## src/rtl/seg7_pkg.sv

```systemverilog
// Shared constants and types for the 7-segment scan capture block.
package seg7_pkg;

  // Segment patterns (gfedcba, active-high) for the digits the display can show
  localparam logic [6:0] SEG_0    = 7'h3F;
  localparam logic [6:0] SEG_1    = 7'h06;
  localparam logic [6:0] SEG_2    = 7'h5B;
  localparam logic [6:0] SEG_3    = 7'h4F;
  localparam logic [6:0] SEG_4    = 7'h66;
  localparam logic [6:0] SEG_5    = 7'h6D;
  localparam logic [6:0] SEG_6    = 7'h7D;
  localparam logic [6:0] SEG_7    = 7'h07;
  localparam logic [6:0] SEG_8    = 7'h7F;
  localparam logic [6:0] SEG_9    = 7'h6F;
  localparam logic [6:0] SEG_DASH = 7'h40;

  // First select of a frame (slot 0 active) and the BCD code stored for a dash
  localparam logic [5:0] DIG_FIRST = 6'b111110;
  localparam logic [3:0] BCD_DASH  = 4'hF;

  typedef enum logic [1:0] {
    ST_SYNC,
    ST_SETTLE,
    ST_CAPTURE,
    ST_HOLD
  } state_t;

  // Two BCD digits to binary: tens*8 + tens*2 + units, at most 99
  function automatic logic [6:0] pair_value(input logic [3:0] tens, input logic [3:0] units);
    return {tens, 3'b000} + 7'({tens, 1'b0}) + 7'(units);
  endfunction

endpackage

```

## src/rtl/seg7_pattern_decode.sv

```systemverilog
// Combinational decode of a 7-segment pattern back to BCD, flagging dash and illegal patterns.
module seg7_pattern_decode
  import seg7_pkg::*;
(
  input  logic [6:0] pattern,
  output logic [3:0] bcd,
  output logic       is_dash,
  output logic       illegal
);

  // Table lookup; anything not in the digit set (including all-off) is illegal
  always_comb begin
    bcd     = 4'd0;
    is_dash = 1'b0;
    illegal = 1'b0;
    case (pattern)
      SEG_0:    bcd = 4'd0;
      SEG_1:    bcd = 4'd1;
      SEG_2:    bcd = 4'd2;
      SEG_3:    bcd = 4'd3;
      SEG_4:    bcd = 4'd4;
      SEG_5:    bcd = 4'd5;
      SEG_6:    bcd = 4'd6;
      SEG_7:    bcd = 4'd7;
      SEG_8:    bcd = 4'd8;
      SEG_9:    bcd = 4'd9;
      SEG_DASH: begin
        bcd     = BCD_DASH;
        is_dash = 1'b1;
      end
      default:  illegal = 1'b1;
    endcase
  end

endmodule

```

## src/rtl/seg7_scan_capture.sv

```systemverilog
// Follows a multiplexed 6-digit 7-segment scan, decodes each digit after it settles,
// and publishes whole frames as BCD plus binary L/M/B pair values.
module seg7_scan_capture
  import seg7_pkg::*;
#(
  parameter int SETTLE_CYCLES  = 4,
  parameter int TIMEOUT_CYCLES = 200000
) (
  input  logic        clk,
  input  logic        rst,
  input  logic [5:0]  dig_n,
  input  logic [7:0]  seg,
  output logic        frame_valid,
  output logic [23:0] bcd,
  output logic [5:0]  dp_mask,
  output logic [5:0]  dash_mask,
  output logic [6:0]  l_val,
  output logic [6:0]  m_val,
  output logic [6:0]  b_val,
  output logic        err
);

  localparam int TW = $clog2(TIMEOUT_CYCLES + 1);
  localparam int SW = $clog2(SETTLE_CYCLES + 1);

  state_t          state_reg, state_next;
  logic [5:0]      exp_reg, exp_next;
  logic [2:0]      cnt_reg, cnt_next;
  logic [SW-1:0]   settle_reg, settle_next;
  logic [TW-1:0]   tmo_reg;
  logic [5:0]      dig_prev_reg;

  logic            frame_valid_reg, err_reg;
  logic [23:0]     bcd_reg;
  logic [5:0]      dp_mask_reg, dash_mask_reg;
  logic [6:0]      l_val_reg, m_val_reg, b_val_reg;

  logic [3:0]      dec_bcd;
  logic            dec_dash, dec_illegal;
  logic            capture_en, publish, err_evt, tmo_hit;

  // Partial-frame shadow, one slot per generate instance
  logic [23:0]     bcd_sh;
  logic [5:0]      dp_sh, dash_sh;

  seg7_pattern_decode u_decode (
    .pattern (seg[6:0]),
    .bcd     (dec_bcd),
    .is_dash (dec_dash),
    .illegal (dec_illegal)
  );

  assign tmo_hit = (state_reg != ST_SYNC) && (tmo_reg == TW'(TIMEOUT_CYCLES));

  // Next-state logic: scan tracking, capture strobe, publish and error events
  always_comb begin
    state_next  = state_reg;
    exp_next    = exp_reg;
    cnt_next    = cnt_reg;
    settle_next = settle_reg;
    capture_en  = 1'b0;
    publish     = 1'b0;
    err_evt     = 1'b0;
    if (tmo_hit) begin
      err_evt    = 1'b1;
      state_next = ST_SYNC;
    end else begin
      case (state_reg)
        ST_SYNC: begin
          if (dig_n == DIG_FIRST) begin
            exp_next    = DIG_FIRST;
            cnt_next    = 3'd0;
            settle_next = '0;
            state_next  = ST_SETTLE;
          end
        end
        ST_SETTLE: begin
          if (dig_n != exp_reg) begin
            err_evt    = 1'b1;
            state_next = ST_SYNC;
          end else if (settle_reg == SW'(SETTLE_CYCLES - 1)) begin
            state_next = ST_CAPTURE;
          end else begin
            settle_next = settle_reg + 1'b1;
          end
        end
        ST_CAPTURE: begin
          // A select change here is a glitch; an undecodable pattern discards the frame
          if ((dig_n != exp_reg) || dec_illegal) begin
            err_evt    = 1'b1;
            state_next = ST_SYNC;
          end else begin
            capture_en = 1'b1;
            cnt_next   = cnt_reg + 1'b1;
            state_next = ST_HOLD;
          end
        end
        ST_HOLD: begin
          if (dig_n != exp_reg) begin
            if (dig_n == {exp_reg[0], exp_reg[5:1]}) begin
              if (cnt_reg == 3'd6) begin
                publish  = 1'b1;
                cnt_next = 3'd0;
              end
              exp_next    = dig_n;
              settle_next = '0;
              state_next  = ST_SETTLE;
            end else begin
              err_evt    = 1'b1;
              state_next = ST_SYNC;
            end
          end
        end
        default: state_next = ST_SYNC;
      endcase
    end
  end

  // FSM and scan-tracking registers
  always_ff @(posedge clk) begin
    if (rst) begin
      state_reg  <= ST_SYNC;
      exp_reg    <= DIG_FIRST;
      cnt_reg    <= 3'd0;
      settle_reg <= '0;
    end else begin
      state_reg  <= state_next;
      exp_reg    <= exp_next;
      cnt_reg    <= cnt_next;
      settle_reg <= settle_next;
    end
  end

  // Stall timer: restarts on every select change, idle in SYNC, saturates at the limit
  always_ff @(posedge clk) begin
    if (rst) begin
      tmo_reg      <= '0;
      dig_prev_reg <= '1;
    end else begin
      dig_prev_reg <= dig_n;
      if ((state_reg == ST_SYNC) || (dig_n != dig_prev_reg)) begin
        tmo_reg <= '0;
      end else if (tmo_reg != TW'(TIMEOUT_CYCLES)) begin
        tmo_reg <= tmo_reg + 1'b1;
      end
    end
  end

  generate
    for (genvar gi = 0; gi < 6; gi++) begin : g_slot
      logic [3:0] bcd_slot_reg;
      logic       dp_slot_reg;
      logic       dash_slot_reg;

      // Store the decoded digit when this slot's select is the one being captured
      always_ff @(posedge clk) begin
        if (rst) begin
          bcd_slot_reg  <= 4'd0;
          dp_slot_reg   <= 1'b0;
          dash_slot_reg <= 1'b0;
        end else if (capture_en && !exp_reg[gi]) begin
          bcd_slot_reg  <= dec_bcd;
          dp_slot_reg   <= seg[7];
          dash_slot_reg <= dec_dash;
        end
      end

      assign bcd_sh[gi*4 +: 4] = bcd_slot_reg;
      assign dp_sh[gi]         = dp_slot_reg;
      assign dash_sh[gi]       = dash_slot_reg;
    end
  endgenerate

  // Published outputs: loaded only on a completed frame; err and publish never coincide
  always_ff @(posedge clk) begin
    if (rst) begin
      frame_valid_reg <= 1'b0;
      err_reg         <= 1'b0;
      bcd_reg         <= '0;
      dp_mask_reg     <= '0;
      dash_mask_reg   <= '0;
      l_val_reg       <= '0;
      m_val_reg       <= '0;
      b_val_reg       <= '0;
    end else begin
      frame_valid_reg <= publish;
      err_reg         <= err_evt;
      if (publish) begin
        bcd_reg       <= bcd_sh;
        dp_mask_reg   <= dp_sh;
        dash_mask_reg <= dash_sh;
        l_val_reg     <= (dash_sh[0] | dash_sh[1]) ? 7'd127 : pair_value(bcd_sh[7:4],   bcd_sh[3:0]);
        m_val_reg     <= (dash_sh[2] | dash_sh[3]) ? 7'd127 : pair_value(bcd_sh[15:12], bcd_sh[11:8]);
        b_val_reg     <= (dash_sh[4] | dash_sh[5]) ? 7'd127 : pair_value(bcd_sh[23:20], bcd_sh[19:16]);
      end
    end
  end

  assign frame_valid = frame_valid_reg;
  assign err         = err_reg;
  assign bcd         = bcd_reg;
  assign dp_mask     = dp_mask_reg;
  assign dash_mask   = dash_mask_reg;
  assign l_val       = l_val_reg;
  assign m_val       = m_val_reg;
  assign b_val       = b_val_reg;

endmodule

```

## config.mk

```make
export PLATFORM = sky130hd
export DESIGN_NAME = seg7_scan_capture
export DESIGN_NICKNAME = d
export VERILOG_FILES = /design/src/rtl/seg7_pkg.sv /design/src/rtl/seg7_pattern_decode.sv /design/src/rtl/seg7_scan_capture.sv
export SDC_FILE = /design/constraint.sdc
export NUM_CORES = 1
export LEC_CHECK = 0
export BUFFER_PORTS_ARGS = -buffer_cell sky130_fd_sc_hd__buf_2
export CAP_MARGIN = 20
export CORE_AREA = 2 2 112 114
export DETAILED_ROUTE_END_ITERATION = 8
export DIE_AREA = 0 0 114 116
export PLACE_DENSITY = 0.85
export SLEW_MARGIN = 30
export SYNTH_ARGS = -nofsm -noshare
export SYNTH_HDL_FRONTEND = slang
export SYNTH_SLANG_ARGS = --single-unit
```

## constraint.sdc

```tcl
create_clock -name clk -period 3.8 [get_ports clk]
set_clock_uncertainty 0.15 [all_clocks]
set_input_delay 0.76 -clock clk [delete_from_list [all_inputs] [get_ports clk]]
set_output_delay 0.76 -clock clk [all_outputs]
set_load 0.05 [all_outputs]
```

---- Word-level counts from Yosys, hierarchy flattened ----
Cells that the tools add are included.
word-level totals
  output and inout bits ................... 59
  input port bits ......................... 16
  word-level logic and storage cells ...... 144
  flip-flop bits (word level) ............. 133
operators by class
  reductions and logical operators ........ 27
  eq/ne operators ......................... 30
  add/sub/neg operators ................... 9
  bitwise operators ....................... 4
  muxes and demuxes ....................... 42
operators with widths
  kind                   number
  $eq 7x7->1 const B     8
  $pmux 4 s10            1
  $mux 3                 9
  $add 7x4->7            3
  $add 7x5->7            3
  $mux 7                 3
  $add 18x1->18 const B  1
  $eq 18x18->1 const B   1
  $mux 6                 3
  $ne 18x18->1 const B   1
  $pmux 3 s3             2
  $mux 1                 16
  $eq 7x3->1 const B     2
  $ne 2x2->1 const B     7
  $reduce_and 7->1       2
  $ne 6x6->1             2
  $pmux 6 s2             1
  $reduce_or 11->1       1
  $mux 2                 5
  $pmux 2 s4             1
  $eq 7x6->1 const B     1
  $logic_and 1x1->1      7
  $add 3x1->3 const B    2
  $eq 6x6->1             1
  17 further kinds       29

---- Longest topological paths before layout ----
Gate-level depths: netlist of run 1.
  word-level depth ........................ 8
  depth in mapped cells ................... 11
  mapped depth without buffers ............ 9

---- Cells and area by module ----
A second synthesis of run 1 with hierarchy kept.
unflattened totals
  cells, all modules ...................... 682
  area, all modules ....................... 6406.1 um^2
by module, submodules not included
  module               cells an instance  area an instance (um^2)  instances  sequential area each (um^2)
  seg7_scan_capture    644                6164.7                   1          2662.6
  seg7_pattern_decode  38                 241.5                    1          0.0

---- Worst setup path before layout of run 1 ----
No wires, ideal clock.
  path type ............................... input port to flip-flop
  start ................................... in seg[4]
  end ..................................... reg g_slot[1].dash_slot_reg
  buffers on the path ..................... 3
  arrival ................................. 2.675 ns
  required time ........................... 3.534 ns
  stages on the path ...................... 9
  path slack .............................. 0.860 ns
  cells stage by stage .................... buf_6 -> or4b_4 -> nor4_4 -> or3_4 -> o21ai_4 -> buf_6 -> or3_1 -> buf_6 -> a31o_1
between the ends
  longest elaborated chain between the ends .. 8
ends and longest elaborated chain
  element                                   line                       source
  start: declaration                        seg7_scan_capture.sv:12    input logic [7:0] seg,
  $eq 7x6->1, or another cell as far along  seg7_pattern_decode.sv:16  case (pattern)
  $reduce_or 11->1 (no line)                n/a
  $mux 1                                    seg7_pattern_decode.sv:16
  $logic_or 1x1->1                          seg7_scan_capture.sv:89    if ((dig_n != exp_reg) || dec_illegal) begin
  $mux 1                                    seg7_scan_capture.sv:89
  $mux 1                                    seg7_scan_capture.sv:68    case (state_reg)
  $mux 1                                    seg7_scan_capture.sv:64    if (tmo_hit) begin
  $logic_and 1x1->1                         seg7_scan_capture.sv:161   end else if (capture_en && !exp_reg[gi]) begin
  end signal: assignment                    seg7_scan_capture.sv:164   dash_slot_reg <= dec_dash;
  end: declaration                          seg7_scan_capture.sv:153   logic dash_slot_reg;
Parallel ways exist; a longest one is shown, timed or not.
A chain may end at the register's enable or synchronous reset.

---- Final worst setup path of run 1 ----
  start ................................... in dig_n[0]
  end ..................................... reg b_val_reg[6] (netlist: b_val[6])
between the ends
  longest elaborated chain between the ends .. 5
ends and longest elaborated chain
  element                 line                      source
  start: declaration      seg7_scan_capture.sv:11   input logic [5:0] dig_n,
  $eq 6x6->1              seg7_scan_capture.sv:100  if (dig_n == {exp_reg[0], exp_reg[5:1]}) begin
  $mux 1                  seg7_scan_capture.sv:100
  $mux 1 *                seg7_scan_capture.sv:99   if (dig_n != exp_reg) begin
  $mux 1 *                seg7_scan_capture.sv:68
  $mux 1 *                seg7_scan_capture.sv:64
  end signal: assignment  seg7_scan_capture.sv:194  b_val_reg <= (dash_sh[4] | dash_sh[5]) ? 7'd127 : pair_value(bcd_sh[23:20], bcd_sh[19:16]);
  end: declaration        seg7_scan_capture.sv:36   logic [6:0] l_val_reg, m_val_reg, b_val_reg;
Mark *: on every way between the ends. The rest lies on a longest branch, timed or not.

==> results.yml, run 1 <==
synthesis:
  synth_flop_cell: "dfxtp_1"
  yosys_warnings: 0
  synthesis.nets: 797
  yosysTopAreaCell: "dfxtp_1"
  yosys.area.top_type_share_pct: 41.4
  synth-compound-area-share_pct: 10.2
  synth-xor-area-share_pct: 5.45
  synth_edf_count: 0
  synth_top_family_by_area: "simple AND/OR/NAND/NOR gates"
  synth_seq_cells: 133
  ys_types: 54
  synthAdderAreaFrac_pct: 8.10
  synth.area.mux_share_pct: 5.45
  synth_seq_area_share_pct: 41.4
  syn_area_per_cell_sq_um: 8.65
  netlist_instances: 743
  syn_area_sq_mm: 0.00642
  yosys.area_share.simple_pct: 23.9
  async_reset_ff_share_pct: 0
  synth_area_leaders: "dfxtp_1 (41%), nand2_1 (7.2%), ha_1 (6.2%)"
worst_hold_path:
  hold_path_depth: 2
  hold_path_class: "flip-flop to flip-flop"
  min-delay-start: "bcd[15]"
  worstHoldEndpoint: "bcd[15]"
worst_setup_path:
  path_class: "input pin to flip-flop"
  rr_startpoint: "exp_reg[5]"
  cp_max_fo: 58
  r2r_cells: 7
  crit_arrival_ns: 3.10
  worstReg2RegEnd: "b_val[6]"
  crit_path_start_kind: "input pin"
  ff2ff_setup_slack_ns: 0.85
  cp-end-kind: "flip-flop"
  cp.required_ns: 3.92
power_and_ir_drop:
  p_seq_share_pct: 42.0
  clockPowerShare_pct: 54.1
  powerDensity_mw_per_mm2: 448
  p_int_mw: 2.61
  p_leak_nw: 3.18
  swShare_pct: 21.8
  ir_worst_vdd_v: 0.000304
  switching_power_mw: 0.731
  pwr-share-comb_pct: 4.0
final_layout:
  final_net_count: 845
  utilization_pct: 62.8
  drive_above_1_share_pct: 16.2
  final_common_cell: "dfxtp_1"
  area_growth_pct: 16.4
  final_cell_mix: "dfxtp_1 (133), nand2_1 (124), buf_2 (74), a21oi_1 (58), nor2_1 (51)"
  num-fill-cells: 966
  fin_cells: 950
  antennaDiodeCount: 0
clocking:
  h-tree-depth: 4
  cts_setup_buffers: 0
  clock_sinks: 133
  path_clk_slew_ns: 0.06
  tritoncts: "built"
  hold_buffers: 0
  clock_path_buffers: 2
  cts_resized: 0
  clock_latency_ns: 0.42
  cts_buffers: 17
  root_buffer: "clkbuf_16"
sta:
  finalCritPeriodShare_pct: 78.3
  rsz0062_at_grt: "no"
  tns_ns: 0
  drv_slew: 0
  whs_ns: 0.300
  slew_headroom_pct: 47.2
  post-route-min-period_ns: 2.97
  setup_viol: 0
  hold_violations: 0
  fmax_ghz: 0.336
  tightest_slew_ns: 0.792
floorplan:
  die_h_microns: 116
  initial_utilization_pct: 53.9
  die_area_sq_mm: 0.0132
  ios: 75
  fp-row-count: 40
  die-width_microns: 114
  core_area_sq_mm: 0.0119
route:
  vias: 5334
  postRouteAntennaNets: 0
  drc: 0
  wl_microns: 14600
  routedWlPerCell_microns: 15.4
  drt_iter0_drc: 405
  dr.pass1.iters: 5
  vias_per_cell: 5.61
place:
  gp_congestion: 0.898
  io_buffers: 74
  dp_hpwl_microns: 9670
  placed_cells: 919
grt:
  grt_pass1_wl_microns: 24300
  track_usage_pct: 23.0
  antenna_found_initial: 0
  overflow: 0
  grt_start_max_net_pins: 78
  first_global_vias: 4964
flow_run:
  maxCapViolCount: 0
outcome:
  outcome: "finished, final reports clean"
## layout make-up
cell class / count / area (sq um) / share of cell area, %
Clock buffer: 17 / 425 / 5.69
Clock inverter: 14 / 225 / 3.01
Multi-Input combinational cell: 527 / 3430 / 45.8
Tap cell: 147 / 184 / 2.46
Timing Repair Buffer: 81 / 435 / 5.82
Sequential cell: 133 / 2660 / 35.6
Inverter: 31 / 116 / 1.56
## power groups by stage
stage	combinational (mW)	sequential, mW	clock (mW)
4_1_cts	0.131	1.40	1.83
2_1_floorplan	0.0995	1.43	0
6_report	0.133	1.40	1.81
3_3_place_gp	0.129	1.43	0
5_1_grt	0.145	1.40	1.89
3_5_place_dp	0.130	1.43	0
## cells by family (layout without fill, tap and decap cells)
kind of cell	Yosys count	after routing
AND/OR/NAND/NOR	311	311
flip-flops	133	133
AO/OA/AOI/OAI	103	103
buffers and inverters	83	143
XOR/XNOR	40	40
adder cells (fa/ha/maj)	38	38
multiplexers	35	35
## worst max-delay path by stage
| stage | from | endpoint | slack (ns) | depth (start not counted) |
|---|---|---|---|---|
| after global placement | dig_n[0] | m_val[6] | 0.55 | 8 |
| final | dig_n[0] | b_val[6] | 0.83 | 8 |
| after floorplan | seg[4] | g_slot[1].dash_slot_reg | 0.86 | 9 |
| after global routing | dig_n[0] | l_val[4] | 0.56 | 8 |
| after CTS | dig_n[0] | b_val[6] | 0.89 | 8 |
| after detailed placement | dig_n[0] | l_val[4] | 0.45 | 8 |
## routing by layer
| layer | track usage [%] | vias to the layer above | routed length, microns |
|---|---|---|---|
| li1 | - | 2633 | - |
| met1 | 29.8 | 2509 | 6540 |
| met2 | 37.6 | 165 | 7020 |
| met3 | 4.50 | 27 | 743 |
| met4 | 10.0 | 0 | 317 |
| met5 | 0 | - | 0 |
## cell usage after synthesis (all sizes together) (10+ instances only)
cell / instances
dfxtp: 133
nand2: 124
a21oi: 58
nor2: 51
clkbuf: 40
mux2i: 35
nor3: 33
ha: 32
inv: 31
nor4: 29
xor2: 22
xnor2: 18
buf: 12
o21ai: 11
nand3: 10
or3: 10
## worst max-delay path, cell delays in order
cell      delay [ns]
buf_2           0.14
xor2_1          0.14
nor4_1          0.40
o211ai_1        0.32
or3_2           0.55
buf_4           0.31
nor4_1          0.35
nor3_1          0.08
## metrics by stage
step | power [mW] | area (sq um) | worst slack (ns)
after floorplan | 1.53 | 6420 | 0.860
after global placement | 1.56 | 6820 | 0.549
after detailed placement | 1.57 | 6820 | 0.446
after CTS | 3.36 | 7470 | 0.890
after global routing | 3.44 | 7480 | 0.564
final | 3.35 | 7480 | 0.826
No activity file was read; power rests on OpenSTA's default activity.
==> run 2: changes to the inputs <==
--- a/config.mk
+++ b/config.mk
@@ -7,10 +7,10 @@
 export LEC_CHECK = 0
 export BUFFER_PORTS_ARGS = -buffer_cell sky130_fd_sc_hd__buf_2
 export CAP_MARGIN = 20
-export CORE_AREA = 2 2 112 114
+export CORE_AREA = 2 2 114 116
 export DETAILED_ROUTE_END_ITERATION = 8
-export DIE_AREA = 0 0 114 116
-export PLACE_DENSITY = 0.85
+export DIE_AREA = 0 0 116 118
+export PLACE_DENSITY = 0.86
 export SLEW_MARGIN = 30
 export SYNTH_ARGS = -nofsm -noshare
 export SYNTH_HDL_FRONTEND = slang
==> constraint.sdc (replaced) <==
create_clock -name clk -period 2.4 [get_ports clk]
set_clock_uncertainty 0.15 [all_clocks]
set_input_delay 0.48 -clock clk [delete_from_list [all_inputs] [get_ports clk]]
set_output_delay 0.48 -clock clk [all_outputs]
set_load 0.05 [all_outputs]
==> run 2 against run 1 <==
Compared with the run above:
- the flow now finishes with violations (negative setup slack)
- critical endpoint unchanged
- final area increased by 13%
- critical path depth increased by 1
- count of clock-buffer cells in the layout rose by 2
- highest routed layer unchanged
- register-to-register slack got worse by 0.94 ns
- combinational power increased by 100%
==> results.yml, run 2 (synthesized netlist as in run 1, its figures left out) <==
clocking:
  path_clk_slew_ns: 0.06
  clock_latency_ns: 0.43
  hold_buffers: 0
  cts_buffers: 17
  clock_path_buffers: 2
  clock_sinks: 133
  h-tree-depth: 4
  root_buffer: "clkbuf_16"
  tritoncts: "built"
outcome:
  outcome: "finished, violations left"
  violations: "negative setup slack"
place:
  placed_cells: 1018
  place_area_sq_mm: 0.00758
  dp_hpwl_microns: 10700
  io_buffers: 74
  gp_congestion: 0.839
power_and_ir_drop:
  powerDensity_mw_per_mm2: 604
  ir_worst_vdd_v: 0.000694
  p_leak_nw: 3.67
route:
  dr.pass1.iters: 5
  vias_per_cell: 5.69
  drt_iter0_drc: 607
  drc: 0
  vias: 6013
  wl_microns: 18200
  routedWlPerCell_microns: 17.2
  postRouteAntennaNets: 0
sta:
  tightest_slew_ns: 0.759
  hold_violations: 0
  drv_slew: 0
  fin_ws_ns: -0.0949
  setup_viol: 1
  rsz0062_at_grt: "yes"
  fmax_ghz: 0.401
  finalCritPeriodShare_pct: 104
  slew_headroom_pct: 49.1
  post-route-min-period_ns: 2.49
final_layout:
  final_common_cell: "dfxtp_1"
  area_growth_pct: 31.0
  final_cell_mix: "dfxtp_1 (127), nand2_1 (124), buf_4 (80), buf_2 (74), a21oi_1 (52)"
  final_cell_area_sq_mm: 0.00842
  final_net_count: 927
  antennaDiodeCount: 0
  num-fill-cells: 900
  fin_cells: 1057
  drive_above_1_share_pct: 29.8
worst_hold_path:
  hold_path_depth: 2
  hold_path_class: "input pin to flip-flop"
  worstHoldEndpoint: "dig_prev_reg[3]"
  min-delay-start: "dig_n[3]"
worst_setup_path:
  worstReg2RegEnd: "b_val[6]"
  crit_path_start_kind: "flip-flop"
  cp_max_fo: 2
  rr_startpoint: "g_slot[5].bcd_slot_reg[2]"
  path_class: "flip-flop to flip-flop"
  cp.required_ns: 2.57
  cpMaxStageDelayCell: "fa_1"
  path_cells: "inv_2 > fa_1 > inv_2 > fa_2 > a21o_1 > a21oi_2 > xnor2_2 > nor4_2 > nor3_1"
  cpMostUsedCell: "inv_2"
  cp-end-kind: "flip-flop"
  crit_arrival_ns: 2.67
  max_stage_delay_ns: 0.57
  r2r_cells: 9
  ff2ff_setup_slack_ns: -0.09
grt:
  grt_pass1_wl_microns: 27600
  grt_start_max_net_pins: 59
  antenna_found_initial: 0
  track_usage_pct: 25.1
  first_global_vias: 5765
  overflow: 0
floorplan:
  fp-row-count: 41
  core_area_sq_mm: 0.0124
  initial_utilization_pct: 51.7
  die-width_microns: 116
  ios: 75
  die_area_sq_mm: 0.0137
  die_h_microns: 118
flow_run:
  maxCapViolCount: 0
-- run 2: cell count changes in the layout (fill, tap and decap cells not counted), sizes merged --
cell	delta
bufinv	-3
clkinv	+3
inv	-2
buf	+80
clkbuf	+4
-- run 2: area by class of cell --
class / instances / area, sq um / area share (%)
clock buffer: 19 / 453 / 5.38
clock inverter: 12 / 129 / 1.53
inverter: 31 / 116 / 1.38
multi-input combinational: 527 / 3690 / 43.8
sequential: 133 / 2670 / 31.7
tap: 172 / 215 / 2.56
timing repair buffer: 163 / 1140 / 13.6
-- run 2: repair_timing --
item / CTS / global route
gates cloned: 0 / 3
setup endpoints to repair: 41 / 106
pin swaps: 1 / 20
gates resized for setup: 12 / 27
buffers inserted: 0 / 5
-- run 2: per-layer routing --
metal,wire length [microns],vias up,share of wire [%],track usage [%]
met1,7220,2864,40,29.6
met2,9160,270,50,42.8
met3,1120,77,6.1,6.64
met5,0,-,0,0
met4,702,0,3.9,10.3
li1,-,2802,-,-
-- run 2: through the flow --
stage                     power [mW]  utilization, %  setup WS (ns)  hold slack (ns)  setup TNS [ns]
after floorplan                 2.43               -         -0.254            0.282           -8.14
after global placement          2.51            61.0         -0.173            0.288           -7.51
after detailed placement        2.52            61.0         -0.267            0.291          -11.75
after CTS                       5.06            66.1      0.0000804            0.236               0
after global routing            5.20            67.8         -0.161            0.251          -0.256
final                           5.09            67.8        -0.0949            0.249         -0.0949
-- run 2: critical path, delay by kind of cell, from the launching register on --
family,cells,cell delay (ns)
fa+ha+maj,2,0.91
compound gates,2,0.36
simple gates,2,0.35
flops,1,0.34
xor+xnor,1,0.16
buf+inv,2,0.11
-- run 2: how the worst max path moves through the flow --
stage / depth (start not counted) / to / startpoint
6_report: 9 / b_val[6] / g_slot[5].bcd_slot_reg[2]
5_1_grt: 9 / b_val[6] / g_slot[5].bcd_slot_reg[2]
4_1_cts: 10 / b_val[5] / tmo_reg[1]
3_5_place_dp: 8 / g_slot[1].bcd_slot_reg[0] / seg[0]
3_3_place_gp: 7 / g_slot[2].dash_slot_reg / seg[0]
2_1_floorplan: 9 / g_slot[1].dash_slot_reg / seg[4]
-- run 2: power breakdown --
part	total (mW)	switching (mW)	internal [mW]	leakage, nW
clock network	2.59	1.01	1.58	0.281
logic	0.272	0.158	0.114	2.31
registers	2.22	0.00722	2.22	1.08
==> run 3: changes to the inputs <==
--- a/config.mk
+++ b/config.mk
@@ -5,12 +5,14 @@
 export SDC_FILE = /design/constraint.sdc
 export NUM_CORES = 1
 export LEC_CHECK = 0
+export ABC_AREA = 1
 export BUFFER_PORTS_ARGS = -buffer_cell sky130_fd_sc_hd__buf_2
 export CAP_MARGIN = 20
-export CORE_AREA = 2 2 114 116
+export CORE_AREA = 2 2 131 133
 export DETAILED_ROUTE_END_ITERATION = 8
-export DIE_AREA = 0 0 116 118
-export PLACE_DENSITY = 0.86
+export DIE_AREA = 0 0 133 135
+export GPL_ROUTABILITY_DRIVEN = 0
+export PLACE_DENSITY = 0.7
 export SLEW_MARGIN = 30
 export SYNTH_ARGS = -nofsm -noshare
 export SYNTH_HDL_FRONTEND = slang
==> run 3 against run 2 <==
Compared with the run above:
- the run now ends clean
- clock power up 5%
- first-iteration DRC count is 28% lower
- non-clock buffer count is 59 lower
- combinational power is 14% higher
- fmax increased by 12%
- count of clock-buffer cells in the layout decreased by 1
- wire length shrank 13%
- power increased by 4.1%
- flip-flop and latch count unchanged
- global-route usage is 6.9 points lower
- die area up 31%
- register-to-register slack improved by 0.27 ns
- critical path type unchanged
==> results.yml, run 3 <==
sta:
  tightest_slew_ns: 0.440
  fin_ws_ns: 0.177
  slew_headroom_pct: 70.6
  drv_slew: 0
  fmax_ghz: 0.450
  rsz0062_at_grt: "no"
  tns_ns: 0
  hold_violations: 0
  post-route-min-period_ns: 2.22
  finalCritPeriodShare_pct: 92.6
  setup_viol: 0
floorplan:
  core_area_sq_mm: 0.0164
  initial_utilization_pct: 39.4
  die-width_microns: 133
  fp-row-count: 47
  die_area_sq_mm: 0.0180
  die_h_microns: 135
  ios: 75
route:
  vias: 5960
  wl_microns: 15800
  dr.pass1.iters: 5
  wl_met1_microns: 7620
  topRoutingLayerUsed: "met4"
  dr_wl_met3_microns: 814
  met2_length_microns: 7070
  vias_per_cell: 4.82
  drt_iter0_drc: 439
  postRouteAntennaNets: 0
  drc: 0
  routedWlPerCell_microns: 12.8
synthesis:
  yosys_warnings: 0
  synth_common_cells: "nor2_1 (211), nand2_1 (176), dfxtp_1 (133)"
  yosysMostFrequentCell: "nor2_1"
  synthesis.nets: 962
  synth_area_leaders: "dfxtp_1 (41%), nor2_1 (12%), nand2_1 (10%)"
  syn_area_sq_mm: 0.00647
  synth_seq_cells: 133
  synth_edf_count: 0
  ys_types: 36
  async_reset_ff_share_pct: 0
  synth_flop_cell: "dfxtp_1"
  synth_seq_area_share_pct: 41.2
  netlist_instances: 908
  yosysTopAreaCell: "dfxtp_1"
  syn_area_per_cell_sq_um: 7.12
  yosys.area.top_type_share_pct: 41.2
final_layout:
  drive_above_1_share_pct: 15.6
  antennaDiodeCount: 0
  final_cell_mix: "nor2_1 (210), nand2_1 (175), dfxtp_1 (133), inv_1 (79), buf_2 (74)"
  final_common_cell: "nor2_1"
  final_cell_area_sq_mm: 0.00793
  num-fill-cells: 1605
  final_net_count: 1059
  area_growth_pct: 22.7
grt:
  antenna_found_initial: 0
  track_usage_pct: 18.2
  overflow: 0
  first_global_vias: 5326
  grt_start_max_net_pins: 51
  grt_pass1_wl_microns: 26000
worst_setup_path:
  cp-end-kind: "flip-flop"
  path_class: "flip-flop to flip-flop"
  crit_path_start_kind: "flip-flop"
  cp_max_fo: 21
  cpMaxStageDelayCell: "dfxtp_1"
  crit_arrival_ns: 2.38
  cpMostUsedCell: "nor2_1"
  max_stage_delay_ns: 0.47
  path_cells: "inv_2 > nand2_1 > nand2_1 > nor2_1 > nand3_1 > nor2_1 > nand2_1 > nor2_4 > buf_12 > inv_2 > buf_4 > nor2_1 > nor2_1"
  cp.required_ns: 2.56
power_and_ir_drop:
  ir_worst_vdd_v: 0.000387
  powerDensity_mw_per_mm2: 668
  p_leak_nw: 3.91
clocking:
  clock_sinks: 133
  root_buffer: "clkbuf_16"
  clock_latency_ns: 0.42
  tritoncts: "built"
  cts_setup_buffers: 0
  path_clk_slew_ns: 0.06
  clock_path_buffers: 2
  cts_buffers: 17
  h-tree-depth: 4
  hold_buffers: 0
place:
  dp_hpwl_microns: 11400
  place_area_sq_mm: 0.00731
  pre_cts_slack_ns: 0.0416
  io_buffers: 74
flow_run:
  maxCapViolCount: 0
worst_hold_path:
  hold_path_class: "input pin to flip-flop"
outcome:
  outcome: "finished, final reports clean"
-- run 3: cell types whose count changed after synthesis, sizes merged, moves of 11 or more --
cell / change
xnor2: -11
nor3: -23
nand2: +54
inv: +56
mux2i: -35
nor2: +170
nor4: -29
xor2: -13
clkbuf: -31
o21ai: +60
nand3: +42
-- run 3: logic make-up after synthesis --
family	share of synthesized area [%]
AND/OR/NAND/NOR	30.9
flip-flops	41.2
AO/OA/AOI/OAI	10.7
buffers and inverters	7.04
adder cells (fa/ha/maj)	8.05
XOR/XNOR	2.17
-- run 3: cell type report --
cell class | instances | area [sq um] | share of cell area, %
Clock buffer | 18 | 429 | 5.41
Clock inverter | 12 | 180 | 2.27
Inverter | 87 | 327 | 4.12
Multi-Input combinational cell | 662 | 3360 | 42.4
Sequential cell | 133 | 2660 | 33.6
Tap cell | 220 | 275 | 3.47
Timing Repair Buffer | 104 | 696 | 8.77
-- run 3: worst paths after layout --
check	slack [ns]	depth (start not counted)	endpoint	start
worst min register to register	0.33	1	tmo_reg[5]	tmo_reg[5]
worst max-delay path	0.18	13	bcd[18]	exp_reg[5]
worst max register to register	0.18	13	bcd[18]	exp_reg[5]
worst min-delay path	0.21	3	dig_prev_reg[5]	dig_n[5]
-- run 3: per-layer routing --
layer  track usage, %  up-vias
met5                0        -
met4             6.33        0
met3             4.99       28
met2             29.0      163
met1             23.9     2681
li1                 -     3088
-- run 3: worst max-delay path, delay by kind of cell (launching register included) --
kind / cells / cell delay, ns
simple gates: 9 / 0.97
buf+inv: 4 / 0.53
flops: 1 / 0.47
-- run 3: timing repair --
item / CTS / global route
gates resized for setup: 0 / 5
hold endpoints to repair: 0 / 0
endpoints found under the setup margin: 0 / 29
-- run 3: stage by stage --
| stage | utilization, % | total power, mW | cells | hold WS, ns |
|---|---|---|---|---|
| floorplan | - | 2.52 | 908 | 0.293 |
| global placement | 44.5 | 2.62 | 1206 | 0.316 |
| detailed placement | 44.5 | 2.62 | 1206 | 0.323 |
| CTS | 48.3 | 5.33 | 1236 | 0.194 |
| global route | 48.3 | 5.48 | 1236 | 0.221 |
| finish | 48.3 | 5.30 | 1236 | 0.206 |
-- run 3: power breakdown --
part	total (mW)	switching [mW]	leakage, nW	internal, mW
logic	0.309	0.200	2.55	0.109
registers	2.27	0.0313	1.07	2.24
clock network	2.72	0.988	0.293	1.73
total	5.30	1.22	3.91	4.08
